<file path="config.mk">
export PLATFORM = sky130hd
export DESIGN_NAME = keypad_reader
export DESIGN_NICKNAME = d
export VERILOG_FILES = /design/src/rtl/keypad_reader.sv
export SDC_FILE = /design/constraint.sdc
export NUM_CORES = 1
export LEC_CHECK = 0
export BUFFER_PORTS_ARGS = -buffer_cell sky130_fd_sc_hd__buf_4
export CAP_MARGIN = 20
export CELL_PAD_IN_SITES_DETAIL_PLACEMENT = 2
export CELL_PAD_IN_SITES_GLOBAL_PLACEMENT = 2
export CORE_MARGIN = 3
export CORE_UTILIZATION = 40
export DETAILED_ROUTE_END_ITERATION = 16
export PLACE_DENSITY = 0.8
export SYNTH_ARGS = -nofsm -noshare
export SYNTH_HDL_FRONTEND = slang
export SYNTH_SLANG_ARGS = --single-unit
</file>
<file path="constraint.sdc">
create_clock -name clk -period 5.3 [get_ports clk]
set_input_delay 1.06 -clock clk [delete_from_list [all_inputs] [get_ports clk]]
set_output_delay 1.06 -clock clk [all_outputs]
set_load 0.05 [all_outputs]
</file>
<file path="src/rtl/keypad_reader.sv">
// Reader side of the 4x4 keypad scan: synchronizes rows, aligns the column drive,
// debounces the active key and reports it as a hex code with press strobe and held level.
module keypad_reader #(
  parameter int DEBOUNCE_CYCLES = 16
) (
  input  logic       clk,
  input  logic       reset,
  input  logic [3:0] kpr,
  input  logic [3:0] kpc,
  output logic [3:0] key_code,
  output logic       key_valid,
  output logic       key_down
);

  localparam int CW = $clog2(DEBOUNCE_CYCLES + 1);
  localparam logic [CW-1:0] CNT_LAST = CW'(DEBOUNCE_CYCLES - 1);

  typedef enum logic [1:0] {IDLE, DB_PRESS, PRESSED, DB_RELEASE} state_t;

  state_t          state_reg;
  logic [CW-1:0]   cnt_reg;
  logic [3:0]      cand_reg;
  logic [3:0]      kpr_meta_reg;
  logic [3:0]      kpr_s;
  logic [3:0]      kpc_dly_reg;
  logic [3:0]      kpc_s;
  logic            key_present;
  logic [3:0]      code;

  // Column drive is delayed by the same two stages as the row synchronizer
  always_ff @(posedge clk or posedge reset) begin
    if (reset) begin
      kpr_meta_reg <= 4'b1111;
      kpr_s        <= 4'b1111;
      kpc_dly_reg  <= 4'b1111;
      kpc_s        <= 4'b1111;
    end else begin
      kpr_meta_reg <= kpr;
      kpr_s        <= kpr_meta_reg;
      kpc_dly_reg  <= kpc;
      kpc_s        <= kpc_dly_reg;
    end
  end

  function automatic logic one_low(input logic [3:0] v);
    case (v)
      4'b0111, 4'b1011, 4'b1101, 4'b1110: one_low = 1'b1;
      default:                            one_low = 1'b0;
    endcase
  endfunction

  function automatic logic [1:0] low_index(input logic [3:0] v);
    case (v)
      4'b0111: low_index = 2'd0;
      4'b1011: low_index = 2'd1;
      4'b1101: low_index = 2'd2;
      default: low_index = 2'd3;
    endcase
  endfunction

  always_comb begin
    key_present = one_low(kpr_s) && one_low(kpc_s);
    code        = 4'h0;
    case ({low_index(kpr_s), low_index(kpc_s)})
      4'b00_00: code = 4'h1;
      4'b00_01: code = 4'h2;
      4'b00_10: code = 4'h3;
      4'b00_11: code = 4'hA;
      4'b01_00: code = 4'h4;
      4'b01_01: code = 4'h5;
      4'b01_10: code = 4'h6;
      4'b01_11: code = 4'hB;
      4'b10_00: code = 4'h7;
      4'b10_01: code = 4'h8;
      4'b10_10: code = 4'h9;
      4'b10_11: code = 4'hC;
      4'b11_00: code = 4'hE;
      4'b11_01: code = 4'h0;
      4'b11_10: code = 4'hF;
      default:  code = 4'hD;
    endcase
  end

  always_ff @(posedge clk or posedge reset) begin
    if (reset) begin
      state_reg <= IDLE;
      cnt_reg   <= '0;
      cand_reg  <= 4'h0;
      key_code  <= 4'h0;
      key_valid <= 1'b0;
      key_down  <= 1'b0;
    end else begin
      key_valid <= 1'b0;
      case (state_reg)
        IDLE: begin
          if (key_present) begin
            cand_reg  <= code;
            cnt_reg   <= '0;
            state_reg <= DB_PRESS;
          end
        end
        DB_PRESS: begin
          if (key_present && code == cand_reg) begin
            if (cnt_reg == CNT_LAST) begin
              state_reg <= PRESSED;
              key_code  <= cand_reg;
              key_valid <= 1'b1;
              key_down  <= 1'b1;
            end else begin
              cnt_reg <= cnt_reg + CW'(1);
            end
          end else begin
            state_reg <= IDLE;
          end
        end
        PRESSED: begin
          // Other keys or chords while held are deliberately ignored
          if (kpr_s == 4'b1111) begin
            cnt_reg   <= '0;
            state_reg <= DB_RELEASE;
          end
        end
        DB_RELEASE: begin
          if (kpr_s == 4'b1111) begin
            if (cnt_reg == CNT_LAST) begin
              state_reg <= IDLE;
              key_down  <= 1'b0;
            end else begin
              cnt_reg <= cnt_reg + CW'(1);
            end
          end else begin
            state_reg <= PRESSED;
          end
        end
        default: state_reg <= IDLE;
      endcase
    end
  end

endmodule

</file>
-- After elaboration in Yosys (flattened, before gate mapping)
Memories as Yosys holds them, arrays and structs flattened.
Index checks and enable logic that the tools add are counted.
- bits in registers: 33
- memory bits (read-only): 64
- output and inout bits: 6
- memories kept: 1
- memories (name ; words ; bits a word ; read ports ; clocked after memory_dff ; wr ports ; RTL line ; RTL):
    (no name shown) ; 16 ; 4 ; 1 ; 0 ; 0 ; 64 ; case ({low_index(kpr_s), low_index(kpc_s)})
- add/sub/neg operators: 1
- equal/unequal tests: 22
- multiplexer cells: 25
- reduce and logical (&&, ||, !) cells: 11
- operator list (operator ; number):
    $eq 4x4->1 const B ; 7
    $mux 5 ; 5
    $pmux 5 s4 ; 1
    $mux 2 ; 6
    $ne 2x2->1 const B ; 6
    $pmux 2 s3 ; 2
    $mux 1 ; 9
    $eq 4x3->1 const B ; 2
    $pmux 2 s4 ; 1
    $reduce_and 4->1 ; 2
    $reduce_or 4->1 ; 2
    $ne 3x3->1 const B ; 2
    $add 5x1->5 const B ; 1
    $eq 5x4->1 const B ; 1
    $reduce_and 5->1 ; 1
    $eq 2x2->1 const B ; 2
    $eq 4x4->1 ; 1
    $reduce_and 3->1 ; 1
    $eq 2x1->1 const B ; 1
    $logic_and 1x1->1 ; 2
    $logic_not 2->1 ; 1
    $pmux 1 s2 ; 1
    $reduce_and 2->1 ; 1
    $reduce_bool 2->1 ; 1

-- Depth between registers and ports, before layout
Gate-level depths: netlist of run 1.
- depth after elaboration: 7
- mapped depth: 12
- depth with buffers taken out: 10

-- Worst setup path before layout of run 1
OpenSTA, ideal clock, no wires.
- path kind: reg-to-reg
- start: reg kpc_s[3]
- end: reg key_code[2]
- setup time: 0.128 ns
- arrival time: 2.688 ns
- required time: 5.172 ns
- path slack: 2.484 ns
- stages on the path, launching flop included: 12
- buffers on the path: 2
- period minus slack after synthesis: 2.816 ns
- cell sequence: dfstp_2 > xor2_1 > and3_1 > buf_2 > ha_1 > o21a_1 > o21ai_0 > nand3_1 > a2111oi_4 > and3_1 > buf_4 > mux2_1
- word-level cells in the longest chain between the ends: 6
- elaborated cells between the ends (all ways): 12
- classes of those cells: eq/ne (5); mux (2); reduce/logical (4); memory (1)
- RTL lines (what ; RTL line ; RTL):
    start, declared ; 26 ; logic [3:0] kpc_s;
    start signal, assigned ; 41 ; kpc_s <= kpc_dly_reg;
    $eq 4x4->1, or another cell as far along ; 46, 53 ;
    $pmux 2 s3 or $reduce_or 4->1 (tied branches) ; 53, 46 ;
    $mem_v2 16x4 or $mux 1 (tied branches) ; n/a ;
    $eq 4x4->1 or $logic_and 1x1->1 (tied branches) ; 103, 62 ;
    $logic_and 1x1->1 (*) ; 103 ; if (key_present && code == cand_reg) begin
    $reduce_and 3->1 (no line) (*) ; n/a ;
    end signal, assigned ; 106 ; key_code <= cand_reg;
    end, declared ; 10 ; output logic [3:0] key_code,
Every way passes the cells marked *; elsewhere a longest branch is shown, timed or not.
A chain may end at the register's enable or synchronous reset.

-- Final worst setup path of run 1
- start: reg kpr_s[3]
- end: reg key_code[0]
- word-level cells in the longest chain between the ends: 6
- elaborated cells between the ends (all ways): 12
- classes of those cells: eq/ne (5); mux (2); reduce/logical (4); memory (1)
- RTL lines (what ; RTL line ; RTL):
    start, declared ; 24 ; logic [3:0] kpr_s;
    start signal, assigned ; 39 ; kpr_s <= kpr_meta_reg;
    $eq 4x4->1, or another cell as far along ; 46, 53 ;
    $pmux 2 s3 or $reduce_or 4->1 (tied branches) ; 53, 46 ;
    $mem_v2 16x4 or $mux 1 (tied branches) ; n/a ;
    $eq 4x4->1 or $logic_and 1x1->1 (tied branches) ; 103, 62 ;
    $logic_and 1x1->1 (*) ; 103 ;
    $reduce_and 3->1 (no line) (*) ; n/a ;
Marks and branches as above.

==> results of run 1 <==
## layer usage
layer / track usage [%] / vias to the layer above
li1: - / 611
met1: 22.3 / 645
met2: 34.2 / 31
met3: 4.77 / 7
met4: 6.05 / 0
met5: 0 / -
## where the power goes
part	switching (mW)	internal (mW)	leakage [nW]
sequential	0.0373	0.280	0.397
combinational	0.0527	0.0473	0.419
clock	0.100	0.122	0.0525
total	0.190	0.449	0.869
## through the flow
step	area, µm²	setup WS [ns]
detailed placement	1870	2.02
finish	1980	2.02
floorplan	1710	2.48
global route	1980	1.74
CTS	1980	1.98
global placement	1870	2.24
## path summary, 6_finish.rpt
kind	startpoint	to	slack, ns	cells past startpoint
min in group asynchronous	reset	state_reg[0]	0.86	3
worst max register to register	kpr_s[3]	key_code[0]	2.02	8
worst min register to register	kpr_meta_reg[2]	kpr_s[2]	0.35	0
max in group asynchronous	reset	kpc_s[3]	4.11	3
worst min-delay path	kpr_meta_reg[2]	kpr_s[2]	0.35	0
worst max-delay path	kpr_s[3]	key_code[0]	2.02	8
## kinds of logic after synthesis
logic type | count (synthesis)
adder cells (fa/ha/maj) | 4
buffers and inverters | 10
AND/OR/NAND/NOR | 66
AO/OA/AOI/OAI | 30
multiplexers | 15
flip-flops | 33
XOR/XNOR | 7
## layout by cell type, fill, tap and decap left out, types with 3 or more instances in the layout
cell	Yosys	final
nand3b_1	3	3
mux2i_1	7	7
ha_1	4	4
nand2_1	21	21
mux2_1	4	4
clkbuf_8	0	5
nand2b_1	5	5
mux2_2	4	4
and3_1	6	6
inv_1	5	5
a21oi_1	6	6
o21ai_0	9	9
nor2_1	12	12
dfrtp_1	17	17
nor2b_1	5	5
nand3_1	4	4
dfstp_2	16	16
xor2_1	5	5
buf_4	1	16
## worst max-delay path: cells and delay by family, from the launching register on
kind | cells | cell delay (ns)
XOR/XNOR | 2 | 0.36
AND/OR/NAND/NOR | 3 | 0.96
AO/OA/AOI/OAI | 2 | 0.93
flip-flops | 1 | 0.57
multiplexers | 1 | 0.35
## area by class of cell
cell class	count	area share [%]
Tap cell	50	3.16
Inverter	5	0.949
Clock buffer	6	4.74
Multi-Input combinational cell	122	41.5
Sequential cell	33	42.8
Clock inverter	2	0.822
Timing Repair Buffer	16	6.07
==> results.sh, run 1 <==
export IMPL_ys_ff_latch=33
export IMPL_cts_sinks=33
export IMPL_core_area_mm2=0.00406
export IMPL_first_iter_violations=40
export IMPL_synth_distinct_cells=42
export IMPL_status="finished clean"
export IMPL_required_ns=5.47
export IMPL_synth_fa_ha_area_share_pct=2.93
export IMPL_antenna_found_initial=0
export IMPL_grtUsageTotal_pct=19.1
export IMPL_die_w_um=71.4
export IMPL_avgRoutedWirePerCell_um=18.4
export IMPL_power_total_mw=0.640
export IMPL_hold_class="flip-flop to flip-flop"
export IMPL_drt_met1_wl_mm=1.80
export IMPL_p_leak_nw=0.869
export IMPL_vias=1294
export IMPL_worst_slew_pin_slew_ns=0.787
export IMPL_ff_latch_area_um2=846
export IMPL_maxCapViolCount=0
export IMPL_grt_setup_unrepaired="no"
export IMPL_synth_xor_area_share_pct=3.58
export IMPL_cts_tree="done"
export IMPL_largest_register_ffs=5
export IMPL_clk_transition_reported_paths_ns=0.08
export IMPL_netlist_top_cells_count="nand2_1, dfrtp_1, dfstp_2, nor2_1, o21ai_0"
export IMPL_dp_hpwl_mm=3.16
export IMPL_clkLatencyLatePin_ns=0.29
export IMPL_slew_headroom_pct=47.4
export IMPL_max_stage_delay_ns=0.61
export IMPL_grt_ovfl_total=0
export IMPL_fin_crit_sh_pct=61.9
export IMPL_routed_via_density=5.53
export IMPL_gp_congestion=0.933
export IMPL_diodes=0
export IMPL_place_inst=226
export IMPL_syn_area_per_cell_um2=10.4
export IMPL_crit_chain="xor2_1 > nand3_1 > nor2_1 > a2bb2oi_1 > xor2_1 > a2111oi_4 > and3_1 > mux2_1"
export IMPL_tns_ns=0
export IMPL_nets=197
export IMPL_io_buffer_count=15
export IMPL_period_needed_ns=3.28
export IMPL_clockRootBuffer="clkbuf_8"
export IMPL_cts_setup_buffers=0
export IMPL_cp_common_cell="xor2_1"
export IMPL_cts_inserted_buffers=5
export IMPL_synth_top_cell_area_share_pct=24.9
export IMPL_h_tree_depth=2
export IMPL_synth_area_leaders="dfrtp_1, dfstp_2, nand2_1"
export IMPL_fin_util_pct=48.8
export IMPL_cts_hold_buf=0
export IMPL_netlist_area_mm2=0.00171
export IMPL_multi_input_area_um2=821
export IMPL_arrival_ns=3.45
export IMPL_crit_slowest_cell="a2111oi_4"
export IMPL_synth_edf_count=0
export IMPL_dieHeight_um=71.4
export IMPL_path_class="flip-flop to flip-flop"
export IMPL_report_final_slew_viol_count=0
export IMPL_skew_ns=0.00945
export IMPL_cts_buffer_depth=2
export IMPL_vdd_ir_drop_worst_uv=168
export IMPL_drive_gt1_share_pct=25.5
export IMPL_synthSimpleGateAreaFrac_pct=19.5
export IMPL_yosysMostFrequentCell="nand2_1"
export IMPL_final_setup_viol_count=0
export IMPL_dr_wl_met2_mm=2.33
export IMPL_synthMuxAreaShare_pct=9.36
export IMPL_firstDrtPassIters=4
export IMPL_ys_seq_area_share_pct=49.5
export IMPL_yosys_area_top_type="dfrtp_1"
export IMPL_grt_pass1_vias=1534
export IMPL_rows=23
export IMPL_cp_start_kind="flip-flop"
export IMPL_cp_max_fo=9
export IMPL_ys_warn_count=0
export IMPL_top_layer_used="met4"
export IMPL_grt_pass1_wl_mm=7.47
export IMPL_drtAntennaViolNets=0
export IMPL_route_detailed_drc=0
export IMPL_fillers=414
export IMPL_ioPinCount=16
export IMPL_stdcell_count=234
export IMPL_max_freq_ghz=0.305
export IMPL_ctsResizeCount=0
export IMPL_cp_end_kind="flip-flop"
export IMPL_wl_met3_um=126
export IMPL_syn_num_nets=179
export IMPL_p_per_area_mw_per_mm2=323
export IMPL_syn_inst=165
export IMPL_wirelength_mm=4.31
export IMPL_yosys_most_used_dff="dfrtp_1"
export IMPL_synth_top_family_by_area="simple AND/OR/NAND/NOR gates"
export IMPL_area_delta_synth_final_pct=15.7
export IMPL_ys_async_sr_fraction_pct=100
export IMPL_grt_max_degree=34
export IMPL_start_util_pct=42.2
export IMPL_dieArea_mm2=0.00510
export IMPL_fin_hold_ws_ns=0.351
export IMPL_synth_compound_area_share_pct=12.6
export IMPL_final_hold_violation_count=0
Note: power is estimated with default switching activity, not from simulation.
==> run 2: changes to the inputs <==
CORE_UTILIZATION = 34   (was 40)
PLACE_DENSITY = 0.72   (was 0.8)
clock period = 2.8 ns   (was 5.3 ns; I/O delays follow)
==> run 2 against run 1 <==
  * Count of clock-buffer cells in the layout did not move
  * Die area grew 16%
  * Critical path type unchanged
  * Flip-flop and latch count stayed put
  * Register-to-register slack lost 1.9 ns
  * Largest cell class is now multi-input gates
  * Highest routed layer unchanged
  * Via count grew 5.0%
  * Total power increased by 94%
  * Largest power group unchanged
  * First-iteration DRC count grew 18%
  * Utilization is 3.0 points lower
  * Worst setup slack got worse by 1.9 ns
  * Global-route usage shrank 3.9 points
==> results.sh, run 2 (same netlist as run 1, synthesis figures left out) <==
export IMPL_required_ns=2.95
export IMPL_p_int_mw=0.869
export IMPL_cp_end_kind="flip-flop"
export IMPL_worst_slew_pin_slew_ns=0.543
export IMPL_grt_ovfl_total=0
export IMPL_largest_register_ffs=5
export IMPL_nets=208
export IMPL_final_cell_mix="buf_4, nand2_1, dfrtp_1"
export IMPL_hold_class="flip-flop to flip-flop"
export IMPL_die_w_um=76.9
export IMPL_ioPinCount=16
export IMPL_clk_transition_reported_paths_ns=0.07
export IMPL_dp_hpwl_mm=3.18
export IMPL_crit_chain="xor2_1 > and3_2 > and4_1 > o31ai_2 > xor2_1 > a2111oi_4 > buf_4 > buf_4 > buf_4 > o21ai_1 > o211ai_1"
export IMPL_report_final_slew_viol_count=0
export IMPL_grt_max_degree=18
export IMPL_rows=25
export IMPL_p_per_area_mw_per_mm2=566
export IMPL_start_util_pct=35.7
export IMPL_p_seq_share_pct=48.5
export IMPL_routed_via_density=5.19
export IMPL_cp_start_kind="flip-flop"
export IMPL_p_sw_share_pct=30.0
export IMPL_status="finished clean"
export IMPL_arrival_ns=2.88
export IMPL_max_freq_ghz=0.366
export IMPL_skew_ns=0.00602
export IMPL_grtUsageTotal_pct=15.2
export IMPL_clkLatencyLatePin_ns=0.28
export IMPL_grt_pass1_vias=1457
export IMPL_grt_pass1_wl_mm=7.16
export IMPL_cts_inserted_buffers=5
export IMPL_fin_crit_sh_pct=97.5
export IMPL_ff_latch_area_um2=846
export IMPL_path_class="flip-flop to flip-flop"
export IMPL_wirelength_mm=4.39
export IMPL_cp_common_cell="buf_4"
export IMPL_fin_util_pct=45.8
export IMPL_diodes=0
export IMPL_final_hold_violation_count=0
export IMPL_gp_congestion=0.782
export IMPL_area_delta_synth_final_pct=28.0
export IMPL_avgRoutedWirePerCell_um=16.7
export IMPL_final_setup_viol_count=0
export IMPL_period_needed_ns=2.73
export IMPL_fillers=512
export IMPL_cp_max_fo=6
export IMPL_power_switching_mw=0.372
export IMPL_p_leak_nw=0.915
export IMPL_drtAntennaViolNets=0
export IMPL_cts_tree="done"
export IMPL_route_detailed_drc=0
export IMPL_dieArea_mm2=0.00592
export IMPL_maxCapViolCount=0
export IMPL_fin_hold_ws_ns=0.357
export IMPL_layout_commonest_cell="buf_4"
export IMPL_cp_top_family="compound AO/OA/AOI/OAI gates"
export IMPL_firstDrtPassIters=4
export IMPL_p_clk_share_pct=33.4
export IMPL_grt_setup_unrepaired="yes"
export IMPL_dieHeight_um=76.9
export IMPL_crit_buf_inv=3
export IMPL_antenna_found_initial=0
export IMPL_io_buffer_count=15
export IMPL_first_iter_violations=47
export IMPL_clockRootBuffer="clkbuf_8"
export IMPL_cts_sinks=33
export IMPL_combPwrFrac_pct=18.1
export IMPL_slew_headroom_pct=63.8
export IMPL_vias=1359
export IMPL_crit_slowest_cell="dfstp_2"
export IMPL_cts_hold_buf=0
export IMPL_max_stage_delay_ns=0.56
export IMPL_vdd_ir_drop_worst_uv=265
export IMPL_core_area_mm2=0.00479
export IMPL_cts_buffer_depth=2
export IMPL_h_tree_depth=2
export IMPL_tns_ns=0
export IMPL_multi_input_area_um2=928
export IMPL_drive_gt1_share_pct=40.0
run 2: cell count changes in the layout (fill, tap and decap cells not counted), moves of 3 or more:
cell | previous run | this run
buf_4 | 16 | 27
and3_1 | 6 | 2
mux2_1 | 4 | 0
and3_4 | 0 | 3
mux2_4 | 0 | 4
o21ai_0 | 9 | 5
run 2: worst paths after layout:
path,from,end,slack [ns],cells after the start
worst max-delay path,kpr_s[3],cnt_reg[0],0.07,11
worst min-delay path,kpr_meta_reg[2],kpr_s[2],0.36,0
worst max register to register,kpr_s[3],cnt_reg[0],0.07,11
worst min register to register,kpr_meta_reg[2],kpr_s[2],0.36,0
max in group asynchronous,reset,key_code[1],1.84,3
min in group asynchronous,reset,kpr_s[2],0.66,2
run 2: what timing repair did:
action | CTS | global route
resized for setup | 5 | 21
pin swaps | 0 | 9
buffers inserted | 2 | 5
endpoints found under the setup margin | 7 | 10
cloned | 0 | 0
run 2: area by class of cell:
type	instances	area share, %
clock buffers	6	4.29
inverters	5	0.857
multi-input cells	122	42.4
well taps	67	3.83
flip-flops and latches	33	38.6
clock inverters	2	0.743
repair buffers	27	9.26
run 2: stage by stage:
stage | instances | worst slack [ns] | total power, mW | area, µm²
6_report | 262 | 0.0707 | 1.24 | 2190
5_1_grt | 262 | -0.113 | 1.31 | 2190
4_1_cts | 257 | 0.0105 | 1.23 | 2070
3_5_place_dp | 247 | -0.127 | 0.807 | 1930
3_3_place_gp | 247 | 0.0415 | 0.786 | 1930
2_1_floorplan | 165 | 0.00593 | 0.737 | 1730
run 2: power groups by stage:
| stage | combinational [mW] | sequential [mW] | clock, mW |
|---|---|---|---|
| finish | 0.224 | 0.602 | 0.414 |
| global route | 0.251 | 0.613 | 0.449 |
| CTS | 0.204 | 0.600 | 0.425 |
| detailed placement | 0.198 | 0.609 | 0 |
| global placement | 0.185 | 0.602 | 0 |
| floorplan | 0.159 | 0.578 | 0 |
run 2: metal layers:
metal / share of wire (%) / up-vias / global-route usage (%)
met3: 2.5 / 4 / 3.52
met5: 0 / - / 0
met1: 43 / 702 / 19.0
met2: 54 / 21 / 26.2
met4: 0.77 / 0 / 4.17
li1: - / 632 / -
==> run 3: changes to the inputs <==
CORE_UTILIZATION = 38   (was 34)
PLACE_DENSITY = 0.76   (was 0.72)
clock period = 2.9 ns   (was 2.8 ns; I/O delays follow)
==> run 3 against run 2 <==
  * Cell area decreased by 4.6%
  * Register-to-register slack improved by 0.04 ns
  * Die area is 9.7% lower
  * Count of clock-buffer cells in the layout is the same
  * Utilization rose by 4.3 points
  * Critical path type unchanged
  * Critical path depth fell by 2
  * Hold slack got worse by 0.00083 ns
  * Non-clock buffer count shrank 1
  * Critical endpoint is now key_code[3]
  * Sequential share of layout area up 1.9 points
==> results.sh, run 3 (same netlist as run 1, synthesis figures left out) <==
export IMPL_status="finished clean"
export IMPL_clockRootBuffer="clkbuf_8"
export IMPL_h_tree_depth=2
export IMPL_core_area_mm2=0.00417
export IMPL_power_total_mw=1.18
export IMPL_arrival_ns=2.95
export IMPL_fin_util_pct=50.1
export IMPL_maxCapViolCount=0
export IMPL_required_ns=3.06
export IMPL_grt_pass1_vias=1480
export IMPL_route_detailed_drc=0
export IMPL_grt_ovfl_total=0
export IMPL_cts_buffer_depth=2
export IMPL_drive_gt1_share_pct=32.5
export IMPL_min_path_cells=0
export IMPL_largest_register_ffs=5
export IMPL_p_int_mw=0.833
export IMPL_cts_inserted_buffers=5
export IMPL_dieArea_mm2=0.00534
export IMPL_wirelength_mm=4.18
export IMPL_avgRoutedWirePerCell_um=17.1
export IMPL_start_util_pct=41.0
export IMPL_report_final_slew_viol_count=0
export IMPL_dp_hpwl_mm=3.08
export IMPL_cts_hold_buf=0
export IMPL_grtUsageTotal_pct=17.4
export IMPL_routed_via_density=5.49
export IMPL_layout_commonest_cell="buf_4"
export IMPL_rr_worst_depth=9
export IMPL_period_needed_ns=2.79
export IMPL_gp_congestion=0.835
export IMPL_antenna_found_initial=0
export IMPL_cp_end_kind="flip-flop"
export IMPL_p_leak_nw=0.918
export IMPL_combPwrFrac_pct=16.8
export IMPL_p_clk_share_pct=33.7
export IMPL_final_setup_viol_count=0
export IMPL_firstDrtPassIters=4
export IMPL_path_class="flip-flop to flip-flop"
export IMPL_max_freq_ghz=0.359
export IMPL_p_sw_share_pct=29.5
export IMPL_fin_crit_sh_pct=96.1
export IMPL_skew_ns=0.00745
export IMPL_area_delta_synth_final_pct=22.2
export IMPL_p_seq_share_pct=49.5
export IMPL_vdd_ir_drop_worst_uv=481
export IMPL_die_w_um=73.1
export IMPL_slew_headroom_pct=50.9
export IMPL_power_switching_mw=0.349
export IMPL_cp_max_fo=5
export IMPL_first_iter_violations=59
export IMPL_worst_slew_pin_slew_ns=0.736
export IMPL_clk_transition_reported_paths_ns=0.07
export IMPL_drtAntennaViolNets=0
export IMPL_final_hold_violation_count=0
export IMPL_clkLatencyLatePin_ns=0.28
export IMPL_cts_sinks=33
export IMPL_p_per_area_mw_per_mm2=566
export IMPL_fin_hold_ws_ns=0.357
export IMPL_nets=207
export IMPL_final_cell_mix="buf_4, nand2_1, dfrtp_1"
export IMPL_cts_tree="done"
export IMPL_rows=23
export IMPL_hold_class="flip-flop to flip-flop"
export IMPL_grt_max_degree=22
export IMPL_ioPinCount=16
export IMPL_diodes=0
export IMPL_io_buffer_count=15
export IMPL_vias=1339
export IMPL_grt_pass1_wl_mm=7.22
export IMPL_cp_start_kind="flip-flop"
export IMPL_dieHeight_um=73.1
==> run 3: per-stage QoR <==
| step | TNS [ns] | area (µm²) | setup WS, ns | cells |
|---|---|---|---|---|
| 6_report | 0 | 2090 | 0.113 | 244 |
| 5_1_grt | -0.0633 | 2090 | -0.0172 | 244 |
| 4_1_cts | 0 | 2030 | 0.0302 | 241 |
| 3_5_place_dp | -0.0427 | 1920 | -0.0203 | 233 |
| 3_3_place_gp | 0 | 1920 | 0.105 | 233 |
| 2_1_floorplan | 0 | 1710 | 0.0845 | 165 |
==> run 3: routing by layer <==
| metal | track usage, % | vias to the layer above | share of wire (%) |
|---|---|---|---|
| met4 | 3.69 | 0 | 0.93 |
| met3 | 4.41 | 5 | 3.6 |
| met2 | 28.7 | 24 | 50 |
| met1 | 23.0 | 683 | 45 |
| li1 | - | 627 | - |
| met5 | 0 | - | 0 |
==> run 3: path summary, 6_finish.rpt <==
check / start / endpoint / slack, ns
worst max register to register: kpc_s[3] / key_code[3] / 0.11
worst min-delay path: kpr_meta_reg[1] / kpr_s[1] / 0.36
max in group asynchronous: reset / key_valid / 1.81
worst min register to register: kpr_meta_reg[1] / kpr_s[1] / 0.36
min in group asynchronous: reset / key_down / 0.42
worst max-delay path: kpc_s[3] / key_code[3] / 0.11
==> run 3: power groups by stage <==
stage / clock network, mW / registers, mW / logic [mW]
2_1_floorplan: 0 / 0.558 / 0.150
3_3_place_gp: 0 / 0.582 / 0.177
3_5_place_dp: 0 / 0.591 / 0.189
4_1_cts: 0.411 / 0.584 / 0.191
5_1_grt: 0.432 / 0.597 / 0.226
6_report: 0.399 / 0.584 / 0.199
==> run 3: critical path, stage by stage, from the launching register on <==
cell and delay (ns):
dfstp_2 0.60, xor2_1 0.17, and3_4 0.22, ha_1 0.27
o21a_1 0.20, o21ai_1 0.17, nand3_2 0.12, a2111oi_4 0.32
and3_4 0.28, mux2_1 0.33
==> run 3: area by class of cell <==
| class | count | area, µm² |
|---|---|---|
| multi-input combinational | 122 | 855 |
| sequential | 33 | 846 |
| clock buffer | 6 | 93.8 |
| clock inverter | 2 | 15.0 |
| tap | 50 | 62.6 |
| inverter | 5 | 18.8 |
| fill | 437 | 2080 |
| timing repair buffer | 26 | 199 |
==> run 3: repair_timing <==
action,4_1_cts,5_1_grt
buffers inserted,0,3
pin swaps,0,5
setup endpoints to repair,5,8
cloned,0,0
resized for setup,2,11
